===== src/rtl/enemy_formation_ctrl.sv =====
// Purpose: marches the enemy formation across the playfield, one step per move_tick.
// Latency: one cycle; a tick or start sampled at edge N is visible from cycle N+1.
// Backpressure: none; ticks are dropped when idle/landed or while freeze is high.
//
// Ports:
//   clk, reset (async active-low)
//   move_tick, start, freeze  : control inputs
//   pos_x, pos_y, dir         : formation position and marching direction
//   velocity                  : speed fed back to the movement counter
//   moved, landed             : step pulse and landed flag
module enemy_formation_ctrl #(
  parameter int X_MIN   = 0,
  parameter int X_MAX   = 560,
  parameter int Y_START = 40,
  parameter int Y_MAX   = 400,
  parameter int STEP_X  = 8,
  parameter int STEP_Y  = 16,
  parameter int V_INIT  = 2,
  parameter int V_STEP  = 1,
  parameter int V_MAX   = 32
) (
  input  logic        clk,
  input  logic        reset,
  input  logic        move_tick,
  input  logic        start,
  input  logic        freeze,
  output logic [9:0]  pos_x,
  output logic [9:0]  pos_y,
  output logic        dir,
  output logic [31:0] velocity,
  output logic        moved,
  output logic        landed
);

  typedef enum logic [1:0] {IDLE, MARCH, LANDED} state_t;

  state_t      state, state_nxt;
  logic [9:0]  pos_x_nxt, pos_y_nxt;
  logic        dir_nxt, moved_nxt, landed_nxt;
  logic [31:0] velocity_nxt;

  // Boundary sums are one bit wider than the position so they cannot wrap.
  logic [10:0] x_sum, y_sum;
  logic [32:0] vel_sum;
  logic [31:0] vel_clamped;

  assign x_sum       = {1'b0, pos_x} + 11'(STEP_X);
  assign y_sum       = {1'b0, pos_y} + 11'(STEP_Y);
  assign vel_sum     = {1'b0, velocity} + 33'(V_STEP);
  assign vel_clamped = (vel_sum > 33'(V_MAX)) ? 32'(V_MAX) : vel_sum[31:0];

  always_ff @(posedge clk or negedge reset) begin
    if (!reset) begin
      state    <= IDLE;
      pos_x    <= 10'(X_MIN);
      pos_y    <= 10'(Y_START);
      dir      <= 1'b1;
      velocity <= 32'(V_INIT);
      moved    <= 1'b0;
      landed   <= 1'b0;
    end else begin
      state    <= state_nxt;
      pos_x    <= pos_x_nxt;
      pos_y    <= pos_y_nxt;
      dir      <= dir_nxt;
      velocity <= velocity_nxt;
      moved    <= moved_nxt;
      landed   <= landed_nxt;
    end
  end

  always_comb begin
    state_nxt    = state;
    pos_x_nxt    = pos_x;
    pos_y_nxt    = pos_y;
    dir_nxt      = dir;
    velocity_nxt = velocity;
    moved_nxt    = 1'b0;
    landed_nxt   = landed;

    case (state)
      // Start beats a coincident tick: the reload happens and the tick is dropped.
      IDLE, LANDED: begin
        if (start) begin
          state_nxt    = MARCH;
          pos_x_nxt    = 10'(X_MIN);
          pos_y_nxt    = 10'(Y_START);
          dir_nxt      = 1'b1;
          velocity_nxt = 32'(V_INIT);
          landed_nxt   = 1'b0;
        end
      end
      MARCH: begin
        if (move_tick && !freeze) begin
          moved_nxt = 1'b1;
          if (dir && (x_sum <= 11'(X_MAX))) begin
            pos_x_nxt = x_sum[9:0];
          end else if (!dir && ({1'b0, pos_x} >= 11'(X_MIN + STEP_X))) begin
            pos_x_nxt = pos_x - 10'(STEP_X);
          end else begin
            // Edge reached: drop a row, turn around and speed up.
            dir_nxt      = ~dir;
            velocity_nxt = vel_clamped;
            if (y_sum >= 11'(Y_MAX)) begin
              pos_y_nxt  = 10'(Y_MAX);
              landed_nxt = 1'b1;
              state_nxt  = LANDED;
            end else begin
              pos_y_nxt = y_sum[9:0];
            end
          end
        end
      end
      default: state_nxt = IDLE;
    endcase
  end

endmodule


===== config.mk =====
export PLATFORM = sky130hd
export DESIGN_NAME = enemy_formation_ctrl
export DESIGN_NICKNAME = d
export VERILOG_FILES = /design/src/rtl/enemy_formation_ctrl.sv
export SDC_FILE = /design/constraint.sdc
export NUM_CORES = 1
export LEC_CHECK = 0
export CAP_MARGIN = 20
export CORE_UTILIZATION = 40
export DETAILED_ROUTE_END_ITERATION = 16
export PLACE_DENSITY = 0.67
export SYNTH_ARGS = -nofsm -noshare
export SYNTH_HDL_FRONTEND = slang
export SYNTH_SLANG_ARGS = --single-unit

===== constraint.sdc =====
create_clock -name clk -period 2.8 [get_ports clk]
set_clock_uncertainty 0.1 [all_clocks]
set_input_delay 0.56 -clock clk [delete_from_list [all_inputs] [get_ports clk]]
set_output_delay 0.56 -clock clk [all_outputs]
set_load 0.01 [all_outputs]

Word level (Yosys, flattened, before mapping)
Index checks and enable logic that the tools add are counted.
{ "classes": {"magnitude_cmp": 4, "eq_ne": 8, "n_mux": 36, "add_sub_neg": 4, "bitwise_logic": 1, "reduce_logical": 12} }
{ "ops": {"columns": ["op", "n"], "rows": [
  ["2-to-1 mux 32 bit", 5],
  ["2-to-1 mux 10 bit", 9],
  ["one-hot mux 32 bit (2 select lines)", 1],
  ["one-hot mux 10 bit (2 select lines)", 2],
  ["adder 32 x 1 -> 33 bit, second input constant", 1],
  ["greater-than comparator 33 x 6 -> 1 bit, second input constant", 1],
  ["adder 10 x 4 -> 11 bit, second input constant", 1],
  ["adder 10 x 5 -> 11 bit, second input constant", 1],
  [">= comparator 11 x 9 -> 1 bit, second input constant", 1],
  ["less-or-equal comparator 11 x 10 -> 1 bit, second input constant", 1],
  ["2-to-1 mux 1 bit", 11],
  [">= comparator 10 x 4 -> 1 bit, second input constant", 1],
  ["2-to-1 mux 2 bit", 5],
  ["inequality test 2 bit, second input constant", 5],
  ["AND reduction 5 bit", 2],
  ["subtractor 10 x 4 -> 10 bit, second input constant", 1],
  ["AND reduction 6 bit", 1],
  ["one-hot mux 1 bit (2 select lines)", 2],
  ["one-hot mux 2 bit (2 select lines)", 1],
  ["AND reduction 4 bit", 1],
  ["logical AND 1 bit", 3],
  ["inequality test 3 bit, second input constant", 1],
  ["== test 2 x 1 -> 1 bit, second input constant", 1],
  ["== test 2 bit, second input constant", 1],
  ["other kinds (5)", 6]
]} }
{ "totals": {"wordCells": 72, "in_bits": 5, "out_inout_bits": 55, "ff_bits": 57} }

Depth between registers and ports, before layout
Gate-level depths: netlist of run 1.
{ "depth": {"depth_word": 7, "mapped_depth": 10, "mapped_depth_nobuf": 9} }

Least setup slack after synthesis of run 1
OpenSTA, ideal clock, no wires.
{ "synth_path": {"kind": "register -> register", "startpoint": "reg velocity[5]", "endpoint": "reg velocity[0]", "path_stages_with_launch": 10, "required_time_ns": 2.626, "arrival_ns": 2.677, "setup_slack_ns": -0.051, "setup_time_ns": 0.074, "path_buffers": 1, "synth_period_minus_slack_ns": 2.851, "path_cell_list": "dfrtp_1 clkbuf_1 nand3_1 or4_4 a311o_1 a211o_1 nor4_2 nand4_1 or3_4 o21ai_2"} }
{ "synth_via": {"elab_chain_cells": 7} }
{ "synth_rtl": {"columns": ["element", "line_no", "text"], "rows": [
  ["start, declared", "30", "output logic [31:0] velocity,"],
  ["start signal, assigned", "58", "velocity <= 32'(V_INIT);"],
  ["start signal, assigned", "66", "velocity <= velocity_nxt;"],
  ["adder 32 x 1 -> 33 bit", "49", "assign vel_sum = {1'b0, velocity} + 33'(V_STEP);"],
  ["greater-than comparator 33 x 6 -> 1 bit", "50", "assign vel_clamped = (vel_sum > 33'(V_MAX)) ? 32'(V_MAX) : vel_sum[31:0];"],
  ["2-to-1 mux 32 bit", "50", null],
  ["2-to-1 mux 32 bit", "98", "end else if (!dir && ({1'b0, pos_x} >= 11'(X_MIN + STEP_X))) begin"],
  ["2-to-1 mux 32 bit", "96", "if (dir && (x_sum <= 11'(X_MAX))) begin"],
  ["2-to-1 mux 32 bit", "94", "if (move_tick && !freeze) begin"],
  ["one-hot mux 32 bit (2 select lines)", "81", "case (state)"]
]} }
No other way between the ends. The select of a mux whose other input is x is not followed.
A chain may end at the register's enable or synchronous reset.

Final worst setup path of run 1
{ "layout_path": {"startpoint": "reg velocity[1]", "endpoint": "reg velocity[3]"} }
{ "layout_via": {"elab_chain_cells": 7} }
{ "layout_rtl": {"columns": ["element", "line_no"], "rows": [
  ["adder 32 x 1 -> 33 bit (*)", "49"],
  ["greater-than comparator 33 x 6 -> 1 bit", "50"],
  ["2-to-1 mux 32 bit (*)", "50"],
  ["2-to-1 mux 32 bit (*)", "98"],
  ["2-to-1 mux 32 bit (*)", "96"],
  ["2-to-1 mux 32 bit (*)", "94"],
  ["one-hot mux 32 bit (2 select lines) (*)", "81"]
]} }
Every way passes the cells marked *; elsewhere a longest branch is shown, timed or not. The select of a mux whose other input is x is not followed.

==> results of run 1 <==
==> cells by family (layout without fill, tap and decap cells) <==
kind of cell    count (synthesis)  after routing  share of synthesized area
flops                          51             51                      0.394
fa+ha+maj                       6              6                     0.0231
other cells                     1              6                    0.00115
simple gates                  180            180                      0.312
xor+xnor                        7              7                     0.0189
compound gates                 80             80                      0.168
buf+inv                        38            139                     0.0593
mux                             7              7                     0.0231
==> routing by layer <==
metal,share of wire,routed length [microns]
met5,0,0
met4,0.021,187
met3,0.047,424
met2,0.50,4470
met1,0.43,3890
==> placed cells by master, fill, tap and decap left out, types with 4 or more instances in the layout <==
| master | count |
|---|---|
| a311oi_1 | 4 |
| ha_1 | 4 |
| conb_1 | 6 |
| a21oi_1 | 16 |
| a31oi_1 | 6 |
| and3_1 | 27 |
| o21ai_0 | 14 |
| buf_4 | 59 |
| nor4_1 | 5 |
| dfrtp_1 | 46 |
| dfstp_2 | 4 |
| nand2_1 | 31 |
| nor2_1 | 31 |
| or3_1 | 7 |
| a21o_1 | 5 |
| clkbuf_8 | 5 |
| o22ai_1 | 4 |
| and4_1 | 4 |
| nand3_1 | 12 |
| nor3_1 | 13 |
| nand2b_1 | 8 |
| xnor2_1 | 6 |
| inv_1 | 17 |
| nand4_1 | 12 |
| clkdlybuf4s50_1 | 52 |
==> per-stage QoR <==
step,setup TNS (ns),worst slack [ns],area [sq um]
final,-0.00241,-0.00241,4420
after global routing,-0.638,-0.126,4420
after CTS,-0.00890,-0.00522,4400
after detailed placement,-0.420,-0.124,4280
after global placement,-0.109,-0.0291,4280
after floorplan,0,0.0181,3290
==> registers in the layout (all words and copies together) (netlist names) <==
signal    cells
dir           1
pos_x         7
state         2
pos_y         7
landed        1
velocity     32
moved         1
==> worst max-delay path, delay by kind of cell (launching register included) <==
| family | cells | cell delay, ns |
|---|---|---|
| AO/OA/AOI/OAI | 3 | 0.55 |
| buffers and inverters | 1 | 0.18 |
| flip-flops | 1 | 0.58 |
| AND/OR/NAND/NOR | 5 | 1.34 |
==> path summary, 6_finish.rpt <==
kind,from,to,slack (ns)
setup / recovery,velocity[1]$_DFFE_PN1P_,velocity[3]$_DFFE_PN0P_,-0.002
hold / removal,reset,velocity[4]$_DFFE_PN0P_,0.14
setup reg to reg,velocity[1]$_DFFE_PN1P_,velocity[3]$_DFFE_PN0P_,-0.002
hold reg to reg,pos_y[3]$_DFFE_PN1P_,pos_y[3]$_DFFE_PN1P_,0.38
max in group asynchronous,reset,pos_y[3]$_DFFE_PN1P_,1.83
min in group clk,pos_y[3]$_DFFE_PN1P_,pos_y[3]$_DFFE_PN1P_,0.38
==> what timing repair did <==
action                     in CTS  in global routing
cloned                          0                  0
pin swaps                       4                  1
setup endpoints to repair       5                 29
resized for setup               8                  6
hold buffers                    0                  0
setup buffers                   1                  0
==> power groups by stage <==
stage	logic [uW]	clock network [uW]	registers, uW
3_3_place_gp	1230	0	1040
4_1_cts	1280	430	1020
6_report	1290	421	1030
2_1_floorplan	662	0	1060
3_5_place_dp	1250	0	1040
5_1_grt	1410	459	1050
==> layout make-up <==
type,count,area share
Clock buffer,8,0.0181
Inverter,17,0.0144
Multi-Input combinational cell,286,0.423
Sequential cell,51,0.290
Tap cell,102,0.0289
Timing Repair Buffer,114,0.226
==> impl_metrics.json, run 1 <==
{
  "use_met1": 0.271,
  "end_kind": "flip-flop",
  "grt_use_total": 0.219,
  "cellLeakagePower_uw": 0.00198,
  "drc": 0,
  "grt_pass1_vias": 3170,
  "clkSinkCount": 51,
  "setup_viol": 1,
  "nFillCells": 725,
  "tightest_slew_ns": 0.573,
  "reg2regPathDepth": 9,
  "yosysWarnings": 0,
  "wire_per_inst_microns": 15.5,
  "routed-via-count": 3275,
  "areaGrowthSynthToFinish_pct": 36.1,
  "cap_violations": 0,
  "p_int_uw": 1670,
  "syn-instance-count": 370,
  "initial_utilization": 0.416,
  "max_freq_ghz": 0.357,
  "fin_ws_ns": -0.00241,
  "instances_no_fill": 578,
  "synth_edf_count": 0,
  "irDropWorstVdd_v": 0.000472,
  "first_iter_violations": 161,
  "avgSynthCellArea_sq_um": 8.78,
  "clock_latency_ns": 0.30,
  "globalRouteMet3Util": 0.0348,
  "clkPwrFrac": 0.154,
  "wirelength_microns": 8980,
  "seq_power_share": 0.375,
  "relSlewSlack": 0.618,
  "ios": 60,
  "dp_hpwl_microns": 6820,
  "synth-seq-cells": 51,
  "cts_buffers": 5,
  "die_width_microns": 92.1,
  "postSynth.asyncResetShare": 1.00,
  "cpMaxStageDelayCell": "dfstp_2",
  "holdWs_ns": 0.138,
  "powerDensity_nw_per_um2": 618,
  "p_sw_frac": 0.388,
  "hp-class": "in -> async",
  "grt_setup_unrepaired": "yes",
  "synth-seq-area-share": 0.394,
  "cts_max_level": 2,
  "yosysMostFrequentCell": "dfrtp_1",
  "post-place-cells": 569,
  "drt_pass1_iterations": 4,
  "busiest_layer": "met2",
  "violations": "setup timing",
  "fin_crit_ns": 2.80,
  "drive_gt1_frac": 0.218,
  "finalHoldViolations": 0,
  "yosysTopAreaCellShare": 0.362,
  "die_h_microns": 92.1,
  "status": "finished, violations left",
  "cts_tree": "built",
  "final_net_count": 486,
  "startpoint_type": "flip-flop",
  "synth.largest_area_cell": "dfrtp_1",
  "power_switching_uw": 1060,
  "critical_path_required_ns": 2.95,
  "arrival_ns": 2.95,
  "crit_chain": "nand2_1, or4_4, or4_1, nand3_1, o211a_1, nand4_1, buf_6, a2111oi_2, a21o_1",
  "crit_path_max_incr_delay_ns": 0.58,
  "comb_power_share": 0.471,
  "grt_start_max_net_pins": 29,
  "path_class": "reg -> reg",
  "syn_area_sq_um": 3250,
  "synthDistinctLibCells": 65,
  "cts_root_buffer": "clkbuf_8",
  "final_core_utilization": 0.567,
  "netlist_top_cells_count": "47 x dfrtp_1, 31 x nand2_1, 31 x nor2_1, 27 x and3_1, 17 x inv_1",
  "synthFlopType": "dfrtp_1",
  "cts.clk_slew.worst_paths_ns": 0.09,
  "ant_nets": 0,
  "antenna_found_initial": 0,
  "slew_viol_final": 0,
  "finalPower_uw": 2740,
  "register_area_sq_um": 1280,
  "period_share": 1.00,
  "gp_congestion": 0.954,
  "num_rows": 32,
  "grt_pass1_wl_microns": 14900,
  "vias_per_cell": 5.67,
  "critical_path.max_fanout": 4,
  "use_met2": 0.381,
  "portBuffers": 53,
  "fp.dieArea_sq_um": 8490,
  "multi_input_area_sq_um": 1870,
  "synth_area_leaders": "dfrtp_1 36%, and3_1 5.2%, nand2_1 3.6%",
  "clk_path_buf_depth": 2,
  "core-area_sq_um": 7810,
  "grt.overflow.total": 0,
  "antennaDiodeCount": 0
}
No activity file was read; power rests on OpenSTA's default activity.
==> inputs of run 2 (changes only) <==
Settings changed: PLACE_DENSITY 0.67 to 0.66, SKIP_LAST_GASP set to 1.
==> impl_metrics.json, run 2 (synthesis gave the netlist of run 1 again) <==
{
  "period_share": 1.00,
  "holdWs_ns": 0.149,
  "reg_top3": "velocity x32, pos_x x7, pos_y x7",
  "cap_violations": 0,
  "tightest_slew_ns": 0.620,
  "routed-via-count": 3272,
  "drt_pass1_iterations": 4,
  "crit_start": "velocity[1]$_DFFE_PN1P_",
  "wire_per_inst_microns": 15.4,
  "first_iter_violations": 177,
  "hp-class": "in -> async",
  "cts_max_level": 2,
  "crit_family": "simple AND/OR/NAND/NOR gates",
  "clkSinkCount": 51,
  "grt_pass1_vias": 3016,
  "initial_utilization": 0.416,
  "finalPower_uw": 2760,
  "powerDensity_nw_per_um2": 622,
  "drc": 0,
  "core-area_sq_um": 7810,
  "final_area_sq_um": 4440,
  "cts_root_buffer": "clkbuf_8",
  "irDropWorstVdd_v": 0.000492,
  "antenna_found_initial": 0,
  "relSlewSlack": 0.587,
  "crit_chain": "nand2_2, or4_4, or4_4, nand3_1, o211a_1, nand4_1, buf_6, or3_4, o21ai_2",
  "setup_viol": 1,
  "use_met1": 0.274,
  "hold_buffers": 0,
  "grt_use_total": 0.215,
  "violations": "setup timing",
  "rr_startpoint": "velocity[1]$_DFFE_PN1P_",
  "final_cell_mix": "58 x buf_4, 52 x clkdlybuf4s50_1, 47 x dfrtp_1",
  "ant_nets": 0,
  "ios": 60,
  "cpMaxStageDelayCell": "dfstp_2",
  "die_h_microns": 92.1,
  "arrival_ns": 2.96,
  "max_freq_ghz": 0.356,
  "startpoint_type": "flip-flop",
  "gp_congestion": 0.931,
  "finalHoldViolations": 0,
  "final_core_utilization": 0.569,
  "fin_ws_ns": -0.00798,
  "placed_cell_area_sq_um": 4280,
  "fp.dieArea_sq_um": 8490,
  "critical_path.max_fanout": 5,
  "slew_viol_final": 0,
  "regMostFlops": "velocity",
  "wirelength_microns": 8900,
  "drive_gt1_frac": 0.225,
  "fin_crit_ns": 2.81,
  "busiest_layer": "met2",
  "antennaDiodeCount": 0,
  "path_class": "reg -> reg",
  "cts_tree": "built",
  "dp_hpwl_microns": 6730,
  "largest_reg_flops": 32,
  "die_width_microns": 92.1,
  "cts.clk_slew.worst_paths_ns": 0.10,
  "vias_per_cell": 5.66,
  "status": "finished, violations left",
  "cellLeakagePower_uw": 0.00200,
  "path_buf_inv": 1,
  "clock_latency_ns": 0.31,
  "grt_setup_unrepaired": "yes",
  "grt_pass1_wl_microns": 14500,
  "grt_start_max_net_pins": 36,
  "clk_path_buf_depth": 2,
  "cts_buffers": 5,
  "portBuffers": 53,
  "crit_path_max_incr_delay_ns": 0.58,
  "final_common_cell": "buf_4",
  "end_kind": "flip-flop",
  "grt.overflow.total": 0,
  "use_met2": 0.370,
  "cpMostUsedCell": "or4_4",
  "areaGrowthSynthToFinish_pct": 36.7,
  "globalRouteMet3Util": 0.0332,
  "final_net_count": 486,
  "critical_path_required_ns": 2.95,
  "num_rows": 32
}
[run 2: path summary, 6_finish.rpt]
path                                      endpoint  slack [ns]  depth (start not counted)
max in group asynchronous     pos_y[3]$_DFFE_PN1P_        1.82                          2
min reg2reg                   pos_y[3]$_DFFE_PN1P_        0.37                          2
max                        velocity[1]$_DFFE_PN1P_      -0.008                          9
max reg2reg                velocity[1]$_DFFE_PN1P_      -0.008                          9
min in group clk              pos_y[3]$_DFFE_PN1P_        0.37                          2
min                        velocity[0]$_DFFE_PN0P_        0.15                          1
[run 2: metrics by stage]
step                worst slack [ns]  cells  setup TNS, ns
detailed placement            -0.131    568         -0.401
global route                 -0.0829    578         -0.271
floorplan                     0.0181    375              0
global placement             -0.0253    568        -0.0977
finish                      -0.00798    578       -0.00798
CTS                          0.00428    578              0
[run 2: cell type report]
type                            instances  area, sq um
Sequential cell                        51         1280
Timing Repair Buffer                  114         1010
Tap cell                              102          128
Fill cell                             725         3370
Clock buffer                            8          100
Multi-Input combinational cell        286         1860
Inverter                               17         63.8
[run 2: power breakdown]
part           internal, uW  switching (uW)  leakage (uW)
clock                   226             242     0.0000515
sequential              858             169      0.000679
combinational           632             634       0.00127
total                  1720            1050       0.00200
[run 2: what timing repair did]
action	CTS	global route
resized for setup	7	6
endpoints found under the setup margin	5	7
setup buffers	2	0
pin swaps	10	3
[run 2: layer usage]
metal	wire length [microns]	part of all wire
met1	3880	0.44
met2	4430	0.50
met3	434	0.049
met4	147	0.017
met5	0	0
